$ cat config.mk
export PLATFORM = sky130hd
export DESIGN_NAME = seq_divider
export DESIGN_NICKNAME = d
export VERILOG_FILES = /design/src/rtl/seq_divider.sv
export SDC_FILE = /design/constraint.sdc
export NUM_CORES = 1
export LEC_CHECK = 0
export ABC_AREA = 1
export BUFFER_PORTS_ARGS = -buffer_cell sky130_fd_sc_hd__buf_2
export CORE_MARGIN = 1
export CORE_UTILIZATION = 40
export DETAILED_ROUTE_END_ITERATION = 8
export SLEW_MARGIN = 5
export SYNTH_ARGS = -nofsm -noshare
export SYNTH_HDL_FRONTEND = slang
export SYNTH_SLANG_ARGS = --single-unit
$ cat constraint.sdc
create_clock -name clk_in -period 2.1 [get_ports clk_in]
set_clock_uncertainty 0.15 [all_clocks]
set_input_delay 0.105 -clock clk_in [delete_from_list [all_inputs] [get_ports clk_in]]
set_output_delay 0.105 -clock clk_in [all_outputs]
set_load 0.005 [all_outputs]
$ cat src/rtl/seq_divider.sv
// Sequential restoring divider: one quotient bit per clock behind a start/ready
// handshake, with a short path for a zero divisor.
module seq_divider #(
   parameter int WIDTH = 4
) (
   input  logic             clk_in,
   input  logic             rst_in,
   input  logic [WIDTH-1:0] dividend,
   input  logic [WIDTH-1:0] divisor,
   input  logic             start,
   output logic [WIDTH-1:0] quotient,
   output logic [WIDTH-1:0] remainder,
   output logic             ready,
   output logic             busy,
   output logic             div_by_zero
);

   localparam int CW = $clog2(WIDTH + 1);

   localparam logic [1:0] IDLE = 2'd0;
   localparam logic [1:0] RUN  = 2'd1;
   localparam logic [1:0] DONE = 2'd2;

   // Handshake: start is level-sampled only in IDLE; ready is a one-cycle
   // pulse in DONE marking quotient/remainder/div_by_zero as freshly valid.
   logic [1:0]       state;
   logic [WIDTH:0]   r;
   logic [WIDTH-1:0] q;
   logic [WIDTH-1:0] d;
   logic [CW-1:0]    cnt;

   logic [WIDTH:0]   t;
   logic             take;
   logic [WIDTH:0]   r_step;
   logic [WIDTH-1:0] q_step;

   always_comb begin
      t      = {r[WIDTH-1:0], q[WIDTH-1]};
      take   = (t >= {1'b0, d});
      r_step = take ? (t - {1'b0, d}) : t;
      q_step = {q[WIDTH-2:0], take};
   end

   assign busy = (state != IDLE);

   always_ff @(posedge clk_in or negedge rst_in) begin
      if (!rst_in) begin
         state       <= IDLE;
         r           <= '0;
         q           <= '0;
         d           <= '0;
         cnt         <= '0;
         quotient    <= '0;
         remainder   <= '0;
         ready       <= 1'b0;
         div_by_zero <= 1'b0;
      end else begin
         ready <= 1'b0;
         case (state)
            IDLE: begin
               if (start) begin
                  r   <= '0;
                  q   <= dividend;
                  d   <= divisor;
                  cnt <= CW'(WIDTH);
                  // A zero divisor skips RUN and reports straight away.
                  if (divisor == '0) begin
                     state       <= DONE;
                     quotient    <= '1;
                     remainder   <= dividend;
                     div_by_zero <= 1'b1;
                     ready       <= 1'b1;
                  end else begin
                     state <= RUN;
                  end
               end
            end
            RUN: begin
               r   <= r_step;
               q   <= q_step;
               cnt <= cnt - CW'(1);
               if (cnt == CW'(1)) begin
                  state       <= DONE;
                  quotient    <= q_step;
                  remainder   <= r_step[WIDTH-1:0];
                  div_by_zero <= 1'b0;
                  ready       <= 1'b1;
               end
            end
            DONE:    state <= IDLE;
            default: state <= IDLE;
         endcase
      end
   end

endmodule

---- Word level (Yosys, flattened, before mapping) ----
Cells that the tools add are included.
storage, ports and cells
  flip-flop bits (word level) ............. 27
  logic and storage cells ................. 52
  bits of input ports ..................... 11
  output and inout port bits .............. 11
cells by class
  eq/ne operators ......................... 5
  $add $sub $neg .......................... 2
  multiplexer cells ....................... 27
  $lt $le $gt $ge ......................... 1
  reduce and logical (&&, ||, !) cells .... 8
operators by type and width
  operator                                          count
  2-to-1 mux 4 bit                                  9
  one-hot mux 4 bit (2 select lines)                4
  2-to-1 mux 1 bit                                  6
  2-to-1 mux 2 bit                                  3
  != test 2 bit, second input constant              3
  one-hot mux 3 bit (2 select lines)                1
  AND reduction 2 bit                               3
  greater-or-equal comparator 5 x 4 -> 1 bit        1
  zero test 4 bit                                   1
  one-hot mux 1 bit (2 select lines)                2
  one-hot mux 2 bit (2 select lines)                1
  AND reduction 4 bit                               1
  nonzero test 2 bit                                2
  subtractor 4 bit                                  1
  == test 3 x 1 -> 1 bit, second input constant     1
  2-to-1 mux 3 bit                                  1
  subtractor 3 x 1 -> 3 bit, second input constant  1
  == test 2 x 1 -> 1 bit, second input constant     1
  zero test 2 bit                                   1

---- Logic depth before layout (Yosys ltp) ----
Gate-level depths: netlist (run 1).
  depth after elaboration ................. 4
  depth in mapped cells ................... 12
  depth with buffers taken out ............ 12

---- Least setup slack after synthesis (run 1) ----
OpenSTA, ideal clock, no wires.
  kind .................................... reg-to-reg
  start ................................... reg q[3]
  end ..................................... reg remainder[2]
  data required time ...................... 1837 ps
  arrival time ............................ 1388 ps
  slack ................................... 449 ps
  setup time .............................. 113 ps
  cell stages (with the launch flop) ...... 10
  cells stage by stage .................... dfrtp_1 > inv_1 > ha_1 > inv_1 > fa_1 > xor2_1 > nand3_1 > nand3_1 > nand2_1 > inv_1
between the ends
  word-level cells in the longest chain between the ends .. 4
  elaborated cells on any way between the ends .. 5
RTL lines
  item                                                                                   line    source
  start: declaration                                                                     28      logic [WIDTH-1:0] q;
  start signal: assignment                                                               63      q <= dividend;
  start signal: assignment                                                               80      q <= q_step;
  subtractor 4 bit / greater-or-equal comparator 5 x 4 -> 1 bit (equally long branches)  40, 39
  2-to-1 mux 4 bit (*)                                                                   40      r_step = take ? (t - {1'b0, d}) : t;
  2-to-1 mux 4 bit (*)                                                                   82      if (cnt == CW'(1)) begin
  one-hot mux 4 bit (2 select lines) (*)                                                 59      case (state)
  end signal: assignment                                                                 70      remainder <= dividend;
  end signal: assignment                                                                 85      remainder <= r_step[WIDTH-1:0];
  end: declaration                                                                       12      output logic [WIDTH-1:0] remainder,
Every way passes the cells marked *; elsewhere a longest branch is shown, timed or not. The select of a mux whose other input is x is not followed.
A chain may end at the register's enable or synchronous reset.

---- Final worst setup path (run 1) ----
  start ................................... reg r[1]
  end ..................................... reg remainder[1]
between the ends
  word-level cells in the longest chain between the ends .. 4
RTL lines
  item                                        line  source
  start: declaration                          27    logic [WIDTH:0] r;
  start signal: assignment                    79    r <= r_step;
  greater-or-equal comparator 5 x 4 -> 1 bit  39    take = (t >= {1'b0, d});
  2-to-1 mux 4 bit                            40
  2-to-1 mux 4 bit                            82
  one-hot mux 4 bit (2 select lines)          59
Every way passes these cells. The select of a mux whose other input is x is not followed.

==> qor.yml, run 1 <==
ys_ff_latch: 27
grt_max_degree: 28
io_buffers: 21
grt_use_met1: 0.224
min_period_over_period: 0.868
power_frac_clock: 0.083
slowest_stage: "dfrtp_1"
synth_commonest_cells: "inv_1 (29), dfrtp_1 (27), nand2_1 (24)"
yosysWarnings: 0
vias_per_cell: 4.58
path_clk_slew_ps: 130
p_leak_nw: 0.895
ant_nets: 0
grt_util_all_layers: 0.175
syn_to_final_growth_pct: 18.7
num_antenna_cells: 0
cts_tree: "built"
grt_pass1_wl_um: 4770
synth_area_um2: 1410
fin_cells: 243
io_pins: 22
grt_pass1_vias: 1114
cp_slowest_stage_delay_ps: 430
synth.area.top_cells: "dfrtp_1 (48%), inv_1 (7.7%), nand2_1 (6.4%)"
gp_routability_congestion: 0.787
drcViolationCount: 0
timing.final.ws_setup_ps: 276
powerDensity_nw_per_um2: 1600
pre_cts_slack_ps: 306
critical_path_class: "reg2reg"
synth-edff-count: 0
crit_arrival_ps: 1910
yosysTopAreaCellShare: 0.478
clock_sinks: 27
dieArea_um2: 3770
grt-busiest-layer: "met2"
end_kind: "flip-flop"
wirelength_um: 2780
post_dp_cell_area_um2: 1560
clkLatencyLatePin_ps: 330
synth_ff_type: "dfrtp_1"
crit_chain: "ha_1, a21oi_2, nand2_1, nand2_2, nand2_2, nand3_1, nand3_1, nand2_1, inv_1"
hold_violations: 0
drt-pass1-iter-count: 4
drive_above_1_share: 0.208
antenna_found_initial: 0
ir_drop_uv: 657
wl_per_cell_um: 11.4
overflow: 0
dpl.hpwl_um: 2090
fin_hold_ws_ps: 47.4
num-nets-final: 216
synth_cells: 164
die_h_um: 61.4
period_needed_ps: 1820
start_util: 0.420
drtIter0Drc: 60
combPwrFrac: 0.576
cts.path.max_buffers: 2
internal_power_mw: 1.48
grt_util_met2: 0.289
final_area_um2: 1680
rows: 21
switching_share: 0.451
totalPowerFinal_mw: 2.69
finalMaxSlewViolations: 0
crit_path_start_kind: "flip-flop"
grt.met3_usage: 0.0357
crit_family: "simple AND/OR/NAND/NOR gates"
yosysTopAreaCell: "dfrtp_1"
fin_util: 0.499
maxCapViolCount: 0
tns_ps: 0
hp-class: "in2reg"
path_buf_inv: 1
seq_power_share: 0.341
rsz0062_at_grt: "no"
via_count: 1113
power.switching_mw: 1.21
fmax_mhz: 548
synth_cell_types: 26
cts_buffers: 3
synthArstFlopShare: 1.00
cts_root_buf: "clkbuf_4"
dp.cells: 230
die_w_um: 61.4
required_ps: 2190
max_slew_margin: 0.608
yosysMostFrequentCell: "inv_1"
seq_area_frac_synth: 0.478
worstMarginPinSlew_ps: 588
avgSynthCellArea_um2: 8.61
core_area_um2: 3360
h-tree-depth: 1
report.final.setup_viol: 0
outcome: "finished, final reports clean"
path_max_fanout: 6
fillCellCount: 351
syn_nets: 182
==> final timing paths <==
check / endpoint / start / slack [ps] / depth (start not counted)
worst max-delay path: remainder[1] / r[1] / 280 / 9
worst min-delay path: q[0] / dividend[0] / 50 / 5
worst max register to register: remainder[1] / r[1] / 280 / 9
worst min register to register: div_by_zero / div_by_zero / 360 / 2
max in group asynchronous: r[3] / rst_in / 1270 / 2
min in group asynchronous: quotient[2] / rst_in / 140 / 2
==> final cells by class <==
cell class                 instances  area (µm²)  share of cell area
clock buffer                       4        26.3              0.0157
inverter                          33         126              0.0754
multi-input combinational        101         581               0.346
sequential                        27         676               0.403
tap                               46        57.6              0.0343
timing repair buffer              32         210               0.125
==> logic make-up (layout without fill, tap and decap cells) <==
logic type / Yosys count / after routing / synth area share
simple gates: 70 / 70 / 0.236
xor+xnor: 2 / 2 / 0.0124
flops: 27 / 27 / 0.478
compound gates: 22 / 22 / 0.0948
buf+inv: 36 / 69 / 0.111
fa+ha+maj: 7 / 7 / 0.0673
==> per-layer routing <==
metal  part of all wire  wire length, µm  up-vias
li1                   -                -      583
met1               0.48             1330      496
met2               0.45             1260       29
met3              0.052              143        5
met4              0.015               42        0
met5                  0                0        -
==> power by group through the flow <==
stage / Combinational (mW) / Sequential, mW / Clock [mW]
2_1_floorplan: 1.19 / 0.903 / 0
3_3_place_gp: 1.47 / 0.914 / 0
3_5_place_dp: 1.50 / 0.931 / 0
4_1_cts: 1.56 / 0.920 / 0.236
5_1_grt: 1.78 / 0.950 / 0.259
6_report: 1.55 / 0.918 / 0.223
==> cells in the final DEF (no fill, tap or decap), drive strengths merged <==
cell type     n
clkbuf        4
or2           4
dlygate4sd3   9
dfrtp        27
xnor2         1
fa            1
inv          33
o21ai         7
a21oi         9
a211oi        3
buf          23
a31o          1
nand4         5
ha            6
a22oi         1
nand2        30
nand3        15
o22ai         1
nor2         16
xor2          1
==> worst reg2reg max path, stage by stage (launching register included) <==
cell and delay (ps):
dfrtp_1 430, ha_1 370, a21oi_2 200, nand2_1 90
nand2_2 100, nand2_2 100, nand3_1 120, nand3_1 80
nand2_1 60, inv_1 30
==> repair_timing <==
item | 4_1_cts | 5_1_grt
hold endpoints to repair | 32 | 0
hold buffers | 9 | 0
buffers inserted | 0 | 0
setup endpoints to repair | 0 | 0
resized for setup | 0 | 0
==> flip-flops by register name (all words and copies together) (netlist names) <==
register and cells:
quotient 4, remainder 4, state 2, cnt 3, div_by_zero 1, q 4
d 4, ready 1, r 4
Power figures use the tool's default switching activity.
==> run 2: changes to the inputs <==
REMOVE_ABC_BUFFERS = 1   (was default)
==> qor.yml, run 2 (same netlist as run 1, synthesis figures left out) <==
drcViolationCount: 0
syn_to_final_growth_pct: 18.8
clkLatencyLatePin_ps: 340
outcome: "finished, final reports clean"
die_h_um: 61.4
required_ps: 2200
p_leak_nw: 0.898
die_w_um: 61.4
grt_util_all_layers: 0.176
grt_max_degree: 28
max_slew_margin: 0.592
report.final.setup_viol: 0
clock_sinks: 27
hp-class: "in2reg"
h-tree-depth: 1
drive_above_1_share: 0.213
overflow: 0
end_kind: "flip-flop"
most-common-layout-cells: "inv_1 (29), dfrtp_1 (27), nand2_1 (24)"
min_period_over_period: 0.874
postCtsSetupRepairBufs: 0
fillCellCount: 352
dieArea_um2: 3770
core_area_um2: 3360
cts.path.max_buffers: 2
maxCapViolCount: 0
wirelength_um: 2830
drt-pass1-iter-count: 4
critical_path_class: "reg2reg"
wl_per_cell_um: 11.6
ir_drop_uv: 651
final_common_cell: "inv_1"
rows: 21
rsz0062_at_grt: "no"
grt_pass1_wl_um: 4890
hold_violations: 0
ant_nets: 0
io_buffers: 21
cts_tree: "built"
grt_pass1_vias: 1182
gp_routability_congestion: 0.833
crit_path_start_kind: "flip-flop"
io_pins: 22
vias_per_cell: 4.76
drtIter0Drc: 29
start_util: 0.420
period_needed_ps: 1840
worstMarginPinSlew_ps: 613
cts_root_buf: "clkbuf_4"
num_antenna_cells: 0
num-nets-final: 216
cts_buffers: 3
via_count: 1156
dpl.hpwl_um: 2070
powerDensity_nw_per_um2: 1610
path_clk_slew_ps: 150
fin_util: 0.499
path_max_fanout: 6
antenna_found_initial: 0
tns_ps: 0
crit_arrival_ps: 1930
fmax_mhz: 545
finalMaxSlewViolations: 0
-- run 2: path summary, 6_finish.rpt --
check                             from            to  slack (ps)  cells after the start
hold / removal             dividend[0]          q[0]          10                      5
min in group asynchronous       rst_in   quotient[1]         140                      2
hold reg to reg            quotient[0]   quotient[0]         360                      2
setup reg to reg                  r[1]  remainder[2]         260                      9
max in group asynchronous       rst_in          r[3]        1250                      2
setup / recovery                  r[1]  remainder[2]         260                      9
-- run 2: critical path, stage by stage, from the launching register on --
cell and delay, ps:
dfrtp_1 440, ha_1 370, a21oi_2 190, nand2_1 90, nand2_2 110, nand2_2 100
nand3_1 120, nand3_1 90, nand2_1 60, inv_1 40
-- run 2: report_power, final --
part	total (mW)	switching, mW	internal (mW)	leakage [nW]
Clock	0.235	0.163	0.0717	0.0177
Combinational	1.56	0.922	0.633	0.565
Sequential	0.908	0.139	0.769	0.314
Total	2.70	1.22	1.47	0.898
-- run 2: area by class of cell --
| cell class | count | area, µm² | area share |
|---|---|---|---|
| clock buffers | 3 | 22.5 | 0.0134 |
| clock inverters | 1 | 5.00 | 0.00298 |
| inverters | 33 | 126 | 0.0753 |
| multi-input cells | 101 | 581 | 0.346 |
| flip-flops and latches | 27 | 676 | 0.403 |
| well taps | 46 | 57.6 | 0.0343 |
| repair buffers | 32 | 210 | 0.125 |
-- run 2: per-layer routing --
layer / vias to the layer above / track usage / share of wire
met3: 5 / 0.0273 / 0.028
met1: 542 / 0.216 / 0.49
met4: 0 / 0.0540 / 0.012
met2: 22 / 0.318 / 0.47
met5: - / 0 / 0
li1: 587 / - / -
-- run 2: stage by stage --
| stage | instances | hold slack (ps) | cell area (µm²) | total power, mW | setup WS, ps |
|---|---|---|---|---|---|
| after floorplan | 161 | -341 | 1380 | 2.01 | 364 |
| after global placement | 230 | -6.02 | 1560 | 2.40 | 343 |
| after detailed placement | 230 | 3.14 | 1560 | 2.43 | 292 |
| after CTS | 243 | 16.7 | 1680 | 2.72 | 255 |
| after global routing | 243 | 58.8 | 1680 | 3.01 | 101 |
| final | 243 | 13.9 | 1680 | 2.70 | 265 |
-- run 2: timing repair --
item	in CTS	in global routing
endpoints found under the hold margin	32	0
resized for setup	0	0
hold buffers	9	0
endpoints found under the setup margin	0	0
==> run 3: changes to the inputs <==
GPL_TIMING_DRIVEN = 0   (was default)
RECOVER_POWER = 50   (was default)
==> qor.yml, run 3 (same netlist as run 1, synthesis figures left out) <==
outcome: "finished, final reports clean"
worstSetupEndpoint: "remainder[2]"
switching_share: 0.453
overflow: 0
io_buffers: 21
r2r-end: "remainder[2]"
worstMarginPinSlew_ps: 1420
dieArea_um2: 3770
clock_sinks: 27
via_count: 1132
finalMaxSlewViolations: 0
maxCapViolCount: 0
power.switching_mw: 1.20
worst-path-stages: 9
combPwrFrac: 0.575
dpl.hpwl_um: 1990
num_antenna_cells: 0
fillCellCount: 371
grt_max_degree: 28
path_clk_slew_ps: 140
syn_to_final_growth_pct: 18.2
rr_startpoint: "r[1]"
hp-class: "in2reg"
internal_power_mw: 1.45
dp.cells: 228
start_util: 0.420
num-nets-final: 215
slowest_stage: "dfrtp_1"
path_buf_inv: 1
io_pins: 22
p_leak_nw: 0.878
post_dp_cell_area_um2: 1550
required_ps: 2180
rsz0062_at_grt: "no"
rows: 21
grt_pass1_wl_um: 4710
end_kind: "flip-flop"
h-tree-depth: 1
reg2reg_slack_ps: 240
die_w_um: 61.4
min_period_over_period: 0.885
hold_violations: 0
grt_pass1_vias: 1165
gp_routability_congestion: 0.786
path_max_fanout: 6
most-common-layout-cells: "inv_1 (29), dfrtp_1 (27), nand2_1 (24)"
grt_util_all_layers: 0.172
wirelength_um: 2680
crit_start: "r[1]"
drive_above_1_share: 0.173
drtIter0Drc: 24
cts_root_buf: "clkbuf_4"
period_needed_ps: 1860
drt-pass1-iter-count: 3
power_frac_clock: 0.082
powerDensity_nw_per_um2: 1590
die_h_um: 61.4
postCtsSetupRepairBufs: 0
cts_buffers: 3
cts_tree: "built"
crit_arrival_ps: 1940
drcViolationCount: 0
crit_family: "simple AND/OR/NAND/NOR gates"
vias_per_cell: 4.68
ant_nets: 0
seq_power_share: 0.344
reg2reg_depth: 9
cp_slowest_stage_delay_ps: 440
core_area_um2: 3360
crit_chain: "ha_1, a21oi_2, nand2_1, nand2_2, nand2_2, nand3_1, nand3_1, nand2_1, inv_1"
max_slew_margin: 0.0566
critical_path_class: "reg2reg"
fmax_mhz: 538
clkLatencyLatePin_ps: 320
final_area_um2: 1670
tns_ps: 0
crit_path_start_kind: "flip-flop"
totalPowerFinal_mw: 2.66
ir_drop_uv: 648
fin_cells: 242
wl_per_cell_um: 11.1
final_common_cell: "inv_1"
cts.path.max_buffers: 2
report.final.setup_viol: 0
antenna_found_initial: 0
[run 3: cell types whose count changed in the layout (fill, tap and decap cells not counted), sizes merged]
cell / delta
dlygate4sd3: +1
buf: -7
clkinv: -1
clkbuf: +6
[run 3: area by class of cell]
cell class,count,area [µm²],area share
flip-flops and latches,27,676,0.404
multi-input cells,101,586,0.351
repair buffers,31,199,0.119
inverters,33,126,0.0757
well taps,46,57.6,0.0345
clock buffers,4,26.3,0.0157
[run 3: tightest hold or removal path, cell delays in order]
cell and delay, ps:
buf_2 100, inv_1 40, nor2_1 50, a21oi_1 110, o21ai_1 60
[run 3: routing by layer]
layer,GRT usage,share of wire,vias up
met2,0.309,0.48,22
met1,0.206,0.48,523
met5,0,0,-
met4,0.0667,0.013,0
met3,0.0252,0.028,5
li1,-,-,582
[run 3: worst min path at each step]
stage	from	to	slack, ps	cells past startpoint
2_1_floorplan	rst_in	cnt[0]	-340	0
3_3_place_gp	rst_in	quotient[1]	-10	1
3_5_place_dp	rst_in	quotient[1]	-3	1
4_1_cts	dividend[0]	q[0]	20	5
5_1_grt	dividend[0]	q[0]	70	5
6_report	dividend[0]	q[0]	30	5
[run 3: repair_timing]
| item | CTS | global route |
|---|---|---|
| gates resized for setup | 0 | 1 |
| hold buffers | 10 | 0 |
| endpoints found under the setup margin | 0 | 10 |
| hold endpoints to repair | 32 | 0 |
[run 3: stage by stage]
step / setup slack, ps / utilization / hold WS [ps]
after CTS: 36.1 / 0.497 / 25.0
after global placement: 64.8 / 0.459 / -12.5
final: 240 / 0.497 / 26.1
after floorplan: 364 / - / -341
after global routing: 73.4 / 0.497 / 65.5
after detailed placement: 63.7 / 0.459 / -3.37
[run 3: power by group through the flow]
stage                     registers (mW)  logic, mW  clock network (mW)
after global placement             0.910       1.42                   0
after detailed placement           0.923       1.47                   0
after floorplan                    0.903       1.11                   0
after global routing               0.948       1.76               0.256
after CTS                          0.911       1.54               0.230
final                              0.914       1.53               0.217
